## src/rtl/coin_counter.sv

```systemverilog
// Two-player coin pickup counter with saturation, win detection and per-player LED codes.
// Define COIN_FLASH_EN to add the per-player pickup flash; without it the LEDs show the counts.
module coin_counter #(
    parameter int MAX_COINS    = 7,
    parameter int FLASH_CYCLES = 25_000_000
) (
    input  logic       CLK100MHZ,
    input  logic       CPU_RESETN,
    input  logic       coin_p1,
    input  logic       coin_p2,
    input  logic       round_clr,
    output logic [2:0] count_p1,
    output logic [2:0] count_p2,
    output logic [2:0] LED1,
    output logic [2:0] LED2,
    output logic [1:0] winner
);

    localparam logic [2:0] MAX_CNT   = 3'(MAX_COINS);
    localparam logic [2:0] LAST_STEP = 3'(MAX_COINS - 1);

    logic [1:0] w_coin;
    logic [1:0] r_prev;
    logic [1:0] w_acc;
    logic [1:0] r_winner;
    logic [2:0] r_count [2];

    assign w_coin = {coin_p2, coin_p1};
    // Pickups are dropped entirely once the round has a winner.
    assign w_acc  = w_coin & ~r_prev & {2{r_winner == 2'b00}};

    // Resetting to 1 keeps a coin input already high at reset release from counting.
    always_ff @(posedge CLK100MHZ) begin
        if (!CPU_RESETN) begin
            r_prev <= 2'b11;
        end else begin
            r_prev <= w_coin;
        end
    end

    always_ff @(posedge CLK100MHZ) begin
        // NOTE: state registers use non-blocking assignments so every flop samples pre-edge values.
        if (!CPU_RESETN || round_clr) begin
            r_winner <= 2'b00;
            for (int i = 0; i < 2; i++) r_count[i] <= 3'd0;
        end else begin
            for (int i = 0; i < 2; i++) begin
                if (w_acc[i] && (r_count[i] != MAX_CNT)) begin
                    r_count[i] <= r_count[i] + 3'd1;
                    if (r_count[i] == LAST_STEP) r_winner[i] <= 1'b1;
                end
            end
        end
    end

    assign count_p1 = r_count[0];
    assign count_p2 = r_count[1];
    assign winner   = r_winner;

`ifdef COIN_FLASH_EN
    typedef enum logic {SHOW, FLASH} state_t;

    localparam logic [24:0] FLASH_LOAD = 25'(FLASH_CYCLES - 1);

    state_t      r_state     [2];
    state_t      w_state_nxt [2];
    logic [24:0] r_timer     [2];
    logic [24:0] w_timer_nxt [2];

    always_ff @(posedge CLK100MHZ) begin
        if (!CPU_RESETN) begin
            for (int i = 0; i < 2; i++) begin
                r_state[i] <= SHOW;
                r_timer[i] <= 25'd0;
            end
        end else begin
            for (int i = 0; i < 2; i++) begin
                r_state[i] <= w_state_nxt[i];
                r_timer[i] <= w_timer_nxt[i];
            end
        end
    end

    // A pickup (re)loads the timer from either state; FLASH ends on the clock the timer is 0.
    always_comb begin
        for (int i = 0; i < 2; i++) begin
            // NOTE: defaults first so no path leaves a next-state value unassigned (no latches).
            w_state_nxt[i] = r_state[i];
            w_timer_nxt[i] = r_timer[i];
            if (round_clr) begin
                w_state_nxt[i] = SHOW;
                w_timer_nxt[i] = 25'd0;
            end else if (w_acc[i]) begin
                w_state_nxt[i] = FLASH;
                w_timer_nxt[i] = FLASH_LOAD;
            end else if (r_state[i] == FLASH) begin
                if (r_timer[i] == 25'd0) begin
                    w_state_nxt[i] = SHOW;
                end else begin
                    w_timer_nxt[i] = r_timer[i] - 25'd1;
                end
            end
        end
    end

    assign LED1 = (r_state[0] == FLASH) ? 3'b111 : r_count[0];
    assign LED2 = (r_state[1] == FLASH) ? 3'b111 : r_count[1];
`else
    logic [24:0] w_unused_flash;

    assign w_unused_flash = 25'(FLASH_CYCLES - 1);
    assign LED1 = r_count[0];
    assign LED2 = r_count[1];
`endif

endmodule
```

## config.mk

```make
export PLATFORM = sky130hd
export DESIGN_NAME = coin_counter
export DESIGN_NICKNAME = d
export VERILOG_FILES = /design/src/rtl/coin_counter.sv
export SDC_FILE = /design/constraint.sdc
export NUM_CORES = 1
export LEC_CHECK = 0
export ABC_AREA = 1
export ABC_CLOCK_PERIOD_IN_PS = 4750
export CORE_AREA = 2 2 39 41
export CTS_BUF_LIST = sky130_fd_sc_hd__clkbuf_8
export CTS_CLUSTER_SIZE = 10
export DETAILED_ROUTE_END_ITERATION = 8
export DIE_AREA = 0 0 41 43
export GPL_TIMING_DRIVEN = 0
export PLACE_DENSITY = 0.86
export SETUP_SLACK_MARGIN = 0.15
export SYNTH_ARGS = -nofsm -noshare
export SYNTH_HDL_FRONTEND = slang
export SYNTH_SLANG_ARGS = --single-unit
```

## constraint.sdc

```tcl
create_clock -name CLK100MHZ -period 4.75 [get_ports CLK100MHZ]
set_clock_uncertainty 0.15 [all_clocks]
set_input_delay 0.95 -clock CLK100MHZ [delete_from_list [all_inputs] [get_ports CLK100MHZ]]
set_output_delay 0.95 -clock CLK100MHZ [all_outputs]
set_load 0.02 [all_outputs]
```

---- Yosys cells after proc, flatten, opt, wreduce, memory -nomap -nowiden ----
Memories as Yosys holds them, arrays and structs flattened.
Index checks and enable logic that the tools add are counted.
word-level totals
  register bits ........................... 4
  RAM bits ................................ 6
  input port bits ......................... 5
  word-level logic and storage cells ...... 32
  memories kept ........................... 1
memory list
  memory   depth  width  rd ports  clocked after memory_dff  write ports  line  RTL
  r_count  2      3      2         0                         2            26    logic [2:0] r_count [2];
operators by class
  add/sub/neg operators ................... 2
  equality and inequality tests ........... 4
  multiplexer cells ....................... 10
  bitwise operators ....................... 5
  reductions and logical operators ........ 7
operators with widths
  cell                                          number
  two-way mux 1 bit                             8
  adder 3 x 1 -> 3 bit, second input constant   2
  equality test 3 bit, second input constant    2
  two-way mux 3 bit                             2
  inequality test 3 bit, second input constant  2
  bitwise AND 2 bit                             2
  AND reduction 2 bit                           2
  logical AND 1 bit                             2
  zero test 2 bit                               1
  inverter 2 bit                                1
  OR 1 bit                                      2
  zero test 1 bit                               1
  logical OR 1 bit                              1

---- Longest topological paths before layout ----
Gate-level depths: netlist (run 1).
  depth in word-level cells ............... 8
  depth in mapped cells ................... 7

---- Least setup slack after synthesis (run 1) ----
Ideal clock, no wire load.
  kind .................................... reg2out
  start ................................... mem r_count[0][0]
  end ..................................... out count_p1[0]
  arrival ................................. 0.713 ns
  slack ................................... 2.937 ns
  stages on the path, launching flop included .. 2
  cells stage by stage .................... edfxtp_1 -> buf_4
RTL lines
  element             line  RTL
  start: declaration  26
  end: declaration    12    output logic [2:0] count_p1,

==> results_dict.tcl, run 1 <==
set metrics [dict create \
    initial_core_util_pct 39.78 \
    die_area_mm2 0.001763 \
    netlist_top_cells_area "edfxtp_1 33%, dfxtp_1 15%, ha_1 14%, inv_1 9.5%, buf_4 8.2%" \
    synth_area_per_cell_um2 8.602 \
    tritoncts "built" \
    hold_class "flop to flop" \
    slowest_delay_ps 590 \
    hold_start "winner[1]" \
    synth_edf_count 6 \
    worst_ep_arrival_time_ps 1380 \
    cts_made_buffers 3 \
    overflow 0 \
    cts.htree.levels 1 \
    netlist_instances 64 \
    max_freq_mhz 403.8 \
    worstReg2RegStart "r_count[0][0]" \
    syn_to_final_growth_pct 44.55 \
    dp_hpwl_um 852.3 \
    routed_wl_mm 1.133 \
    core_area_mm2 0.001384 \
    yosys_warnings 0 \
    cts_setup_buffers 0 \
    ys.flop_type "edfxtp_1" \
    ys_ff_latch 10 \
    via_count 442 \
    postLayoutCoreUtil_pct 57.50 \
    p_leak_nw 0.3943 \
    grt_max_degree 7 \
    cap_violations 0 \
    grt_first_pass_wirelength_mm 1.814 \
    p_switching_mw 0.05466 \
    internal-power_mw 0.1728 \
    io_buffers 18 \
    holdBufCountCts 0 \
    drive_gt1_share_pct 12.79 \
    synth.yosys.seq_area_share_pct 47.27 \
    cp_max_fo 5 \
    cpMaxStageDelayCell "clkdlybuf4s50_1" \
    place_inst 98 \
    total_power_mw 0.2274 \
    start_kind "flop" \
    netlist_area_um2 550.5 \
    finalMaxSlewViolations 0 \
    cp-end-kind "primary output" \
    critPathBufInv 2 \
    crit_start "r_count[0][0]" \
    synth_most_common_cell "inv_1" \
    slew_headroom_pct 77.33 \
    die_h_um 43 \
    postRouteAntennaNets 0 \
    finalHoldViolations 0 \
    cp_top_family "buffers and inverters" \
    rsz0062_at_grt "no" \
    io_pins 19 \
    place_ws_ps 2361 \
    setup_viol 0 \
    synth_top_area_cell "edfxtp_1" \
    cts_sinks 10 \
    n_antenna_cell 0 \
    grt.total_usage_pct 15.77 \
    swShare_pct 24.03 \
    setup_tns_ps 0 \
    cts_resized 0 \
    clockBufferDepth 2 \
    antenna_found_initial 0 \
    place_congestion 0.7000 \
    viasPerCell 4.333 \
    finalWorstSetupSlack_ps 2273 \
    worstMarginPinSlew_ps 338.9 \
    critPathKind "flop to primary output" \
    sequentialPowerShare_pct 44.0 \
    reg2reg_slack_ps 2990 \
    insertion_delay_ps 230 \
    final_nets 98 \
    instances_no_fill 102 \
    routedWlPerCell_um 11.11 \
    power_density_mw_per_mm2 285.8 \
    grt_pass1_vias 451 \
    async_flop_share_pct 0 \
    first_pass_iters 4 \
    yosysTopAreaCellShare_pct 32.73 \
    crit_required_ps 3650 \
    rows 14 \
    run_status "finished, final reports clean" \
    fin_crit_ps 2477 \
    crit_chain "buf_4, clkdlybuf4s50_1" \
    p_comb_share_pct 17.0 \
    min_period_over_period_pct 52.14 \
    synthesis.nets 75 \
    synth_cell_type_count 11 \
    p_clk_share_pct 38.9 \
    root_buffer "clkbuf_8" \
    drc_errors 0 \
    synthTopCellsByCount "14 x inv_1, 11 x nor2_1, 9 x nand2_1" \
    drt_iter0_drc 8 \
    die_x_um 41 \
    clkTransAtPathRegs_ps 50 \
    max-vdd-ir-drop_v 0.0001900 \
]
## logic make-up after synthesis
logic type | share of synthesized area, %
AO/OA/AOI/OAI | 1.818
AND/OR/NAND/NOR | 19.55
buffers and inverters | 17.73
adder cells (fa/ha/maj) | 13.64
flip-flops | 47.27
## worst reg2reg max path, delay by kind of cell, from the launching register on
kind | cells | cell delay, ps
fa+ha+maj | 2 | 440
simple gates | 5 | 560
flops | 1 | 450
## state kept, by name, summed over array words and instances, names as in the netlist
register	cells
r_count	6
winner	2
r_prev	2
## layout by cell type, fill, tap and decap left out
cell type / instances
nand2_1: 9
buf_4: 6
nand2_2: 1
a21oi_1: 2
nor2_1: 11
nand3_1: 4
edfxtp_1: 6
dfxtp_1: 4
inv_1: 15
nor2_2: 1
clkdlybuf4s50_1: 18
clkbuf_8: 3
ha_1: 6
## worst paths after layout
kind                            cells past startpoint            end
worst max-delay path                                2    count_p1[0]
worst min-delay path                                2      winner[1]
worst max register to register                      7  r_count[0][2]
worst min register to register                      2      winner[1]
## metrics by stage
| stage | hold slack [ps] | cell area, um2 |
|---|---|---|
| floorplan | 394.0 | 550.5 |
| finish | 337.1 | 795.8 |
| global route | 369.0 | 795.8 |
| detailed placement | 332.9 | 750.7 |
| CTS | 340.3 | 795.8 |
| global placement | 311.0 | 750.7 |
## layout make-up
cell class	instances	area, um2
clock inverters	1	3.754
fillers	131	588.1
repair buffers	18	180.2
inverters	14	52.55
well taps	16	20.02
flip-flops and latches	10	260.3
plain buffers	6	45.04
clock buffers	3	41.29
multi-input cells	34	192.7
## power by group through the flow
| stage | sequential [mW] | clock (mW) | combinational (mW) |
|---|---|---|---|
| after floorplan | 0.105 | 0 | 0.0169 |
| after global placement | 0.102 | 0 | 0.0376 |
| after detailed placement | 0.102 | 0 | 0.0387 |
| after CTS | 0.100 | 0.0901 | 0.0391 |
| after global routing | 0.101 | 0.0945 | 0.0417 |
| final | 0.100 | 0.0886 | 0.0387 |
## layer usage
metal  share of wire (%)  routed length (um)  GRT usage [%]
met4                   0                   0          8.000
met2                  56                 637          25.62
met3                 4.2                  48          6.283
met1                  39                 447          16.44
met5                   0                   0              0
No activity file was read; power rests on OpenSTA's default activity.
==> inputs of run 2 (changes only) <==
- ABC_CLOCK_PERIOD_IN_PS: 4750 -> 2550
- clock period: 4.75 -> 2.55 ns (I/O delays scaled with it)
==> results of run 2 <==
Same layout as run 1 (identical final DEF). Status: finished, final reports clean.
Among the figures that moved: setup slack after placement 2361 ps -> 600.5 ps; setup slack after layout 2273 ps -> 513.4 ps; register-to-register setup slack 2990 ps -> 790 ps; total power 0.2274 mW -> 0.4237 mW; worst IR drop on VDD 0.0001900 V -> 0.0003539 V
==> inputs of run 3 (changes only) <==
- ABC_CLOCK_PERIOD_IN_PS: 2550 -> 1800
- CORE_AREA: 2 2 39 41 -> not set
- CORE_UTILIZATION: not set -> 41
- DIE_AREA: 0 0 41 43 -> not set
- PLACE_DENSITY: 0.86 -> 0.88
- clock period: 2.55 -> 1.8 ns (I/O delays scaled with it)
==> run 3 against run 2 <==
Effect of this change:
- global-route usage rose by 5.0 points
- combinational power increased by 69%
- routed wire length grew 24%
- clock power increased by 45%
- clock-buffer cell count unchanged
- critical path type is now flop to flop
- highest routed layer is now met4
==> results_dict.tcl, run 3 (synthesis results as in run 1) <==
set metrics [dict create \
    slew_headroom_pct 69.95 \
    routed_wl_mm 1.402 \
    finalHoldViolations 0 \
    worstMarginPinSlew_ps 449.1 \
    total_power_mw 0.6255 \
    first_pass_iters 4 \
    viasPerCell 4.542 \
    final_nets 105 \
    start_kind "flop" \
    cp_top_family "simple AND/OR/NAND/NOR gates" \
    max_freq_mhz 589.2 \
    setup_viol 0 \
    slowest_delay_ps 440 \
    crit_chain "ha_2, ha_4, nor2_1, nand3_1, nand2_2, nand2_4, nor2_2" \
    root_buffer "clkbuf_8" \
    rows 12 \
    grt.total_usage_pct 20.80 \
    tritoncts "built" \
    grt_pass1_vias 459 \
    drt_iter0_drc 5 \
    rsz0062_at_grt "yes" \
    crit_required_ps 1760 \
    io_buffers 18 \
    holdBufCountCts 0 \
    instances_no_fill 107 \
    power_density_mw_per_mm2 703.2 \
    clkTransAtPathRegs_ps 50 \
    die_x_um 38.65 \
    drc_errors 0 \
    place_inst 96 \
    cpMaxStageDelayCell "edfxtp_1" \
    p_leak_nw 0.4683 \
    syn_to_final_growth_pct 61.59 \
    n_antenna_cell 0 \
    die_area_mm2 0.001493 \
    grt_max_degree 7 \
    grt_first_pass_wirelength_mm 1.876 \
    io_pins 19 \
    insertion_delay_ps 240 \
    cts.htree.levels 1 \
    overflow 0 \
    placed_cell_area_um2 753.2 \
    routedWlPerCell_um 13.10 \
    worst_ep_arrival_time_ps 1660 \
    postLayoutCoreUtil_pct 75.96 \
    cts_sinks 10 \
    hold_class "flop to flop" \
    min_period_over_period_pct 94.29 \
    cts_made_buffers 3 \
    cp_max_fo 6 \
    via_count 486 \
    mostFrequentLayoutCell "inv_1" \
    max-vdd-ir-drop_v 0.0005304 \
    regMostFlops "r_count" \
    antenna_found_initial 0 \
    critPathKind "flop to flop" \
    place_congestion 0.7539 \
    run_status "finished, final reports clean" \
    postRouteAntennaNets 0 \
    core_area_mm2 0.001171 \
    setup_tns_ps 0 \
    finalMaxSlewViolations 0 \
    initial_core_util_pct 47.01 \
    die_h_um 38.65 \
    cp-end-kind "flop" \
    fin_crit_ps 1697 \
    drive_gt1_share_pct 39.78 \
    clockBufferDepth 2 \
    largest_reg_flops 6 \
    critPathBufInv 0 \
    cap_violations 0 \
    design_area_um2 889.6 \
    mostFrequentLayoutCells "15 x inv_1, 12 x buf_4, 8 x dlygate4sd2_1" \
    dp_hpwl_um 832 \
]
[run 3: final timing paths]
check | from | end | slack [ps] | depth (start not counted)
setup / recovery | r_count[0][1] | r_count[0][5] | 100 | 7
hold / removal | winner[0] | winner[0] | 320 | 2
setup reg to reg | r_count[0][1] | r_count[0][5] | 100 | 7
hold reg to reg | winner[0] | winner[0] | 320 | 2
[run 3: layer usage]
metal | global-route usage (%) | wire length, um
met2 | 34.58 | 803
met3 | 5.202 | 73
met4 | 18.10 | 38
met5 | 0 | 0
met1 | 21.25 | 487
[run 3: power breakdown]
part / switching (mW) / internal [mW] / leakage (nW)
Combinational: 0.0655 / 0.0563 / 0.341
Sequential: 0.00943 / 0.255 / 0.100
Clock: 0.0904 / 0.149 / 0.0269
[run 3: cell type report]
class / instances / area (um2)
buffer: 6 / 45.04
clock buffer: 3 / 41.29
clock inverter: 1 / 3.754
fill: 86 / 281.5
inverter: 14 / 52.55
multi-input combinational: 34 / 272.8
sequential: 10 / 260.3
tap: 14 / 17.52
timing repair buffer: 25 / 196.4
[run 3: stage by stage]
step | hold slack (ps) | setup slack (ps)
global placement | 310.2 | 61.30
floorplan | 278.7 | 150.7
detailed placement | 316.1 | 58.84
finish | 321.3 | 102.7
global route | 352.7 | 63.31
CTS | 320.5 | 83.89
[run 3: tightest hold or removal path, cell delays in order, from the launching register on]
cell	delay, ps
dfxtp_1	320
inv_1	50
a21oi_1	50
[run 3: timing repair]
| item | CTS | global route |
|---|---|---|
| pin swaps | 2 | 9 |
| cloned | 0 | 0 |
| buffers inserted | 5 | 2 |
| setup endpoints to repair | 26 | 17 |
| resized for setup | 20 | 25 |
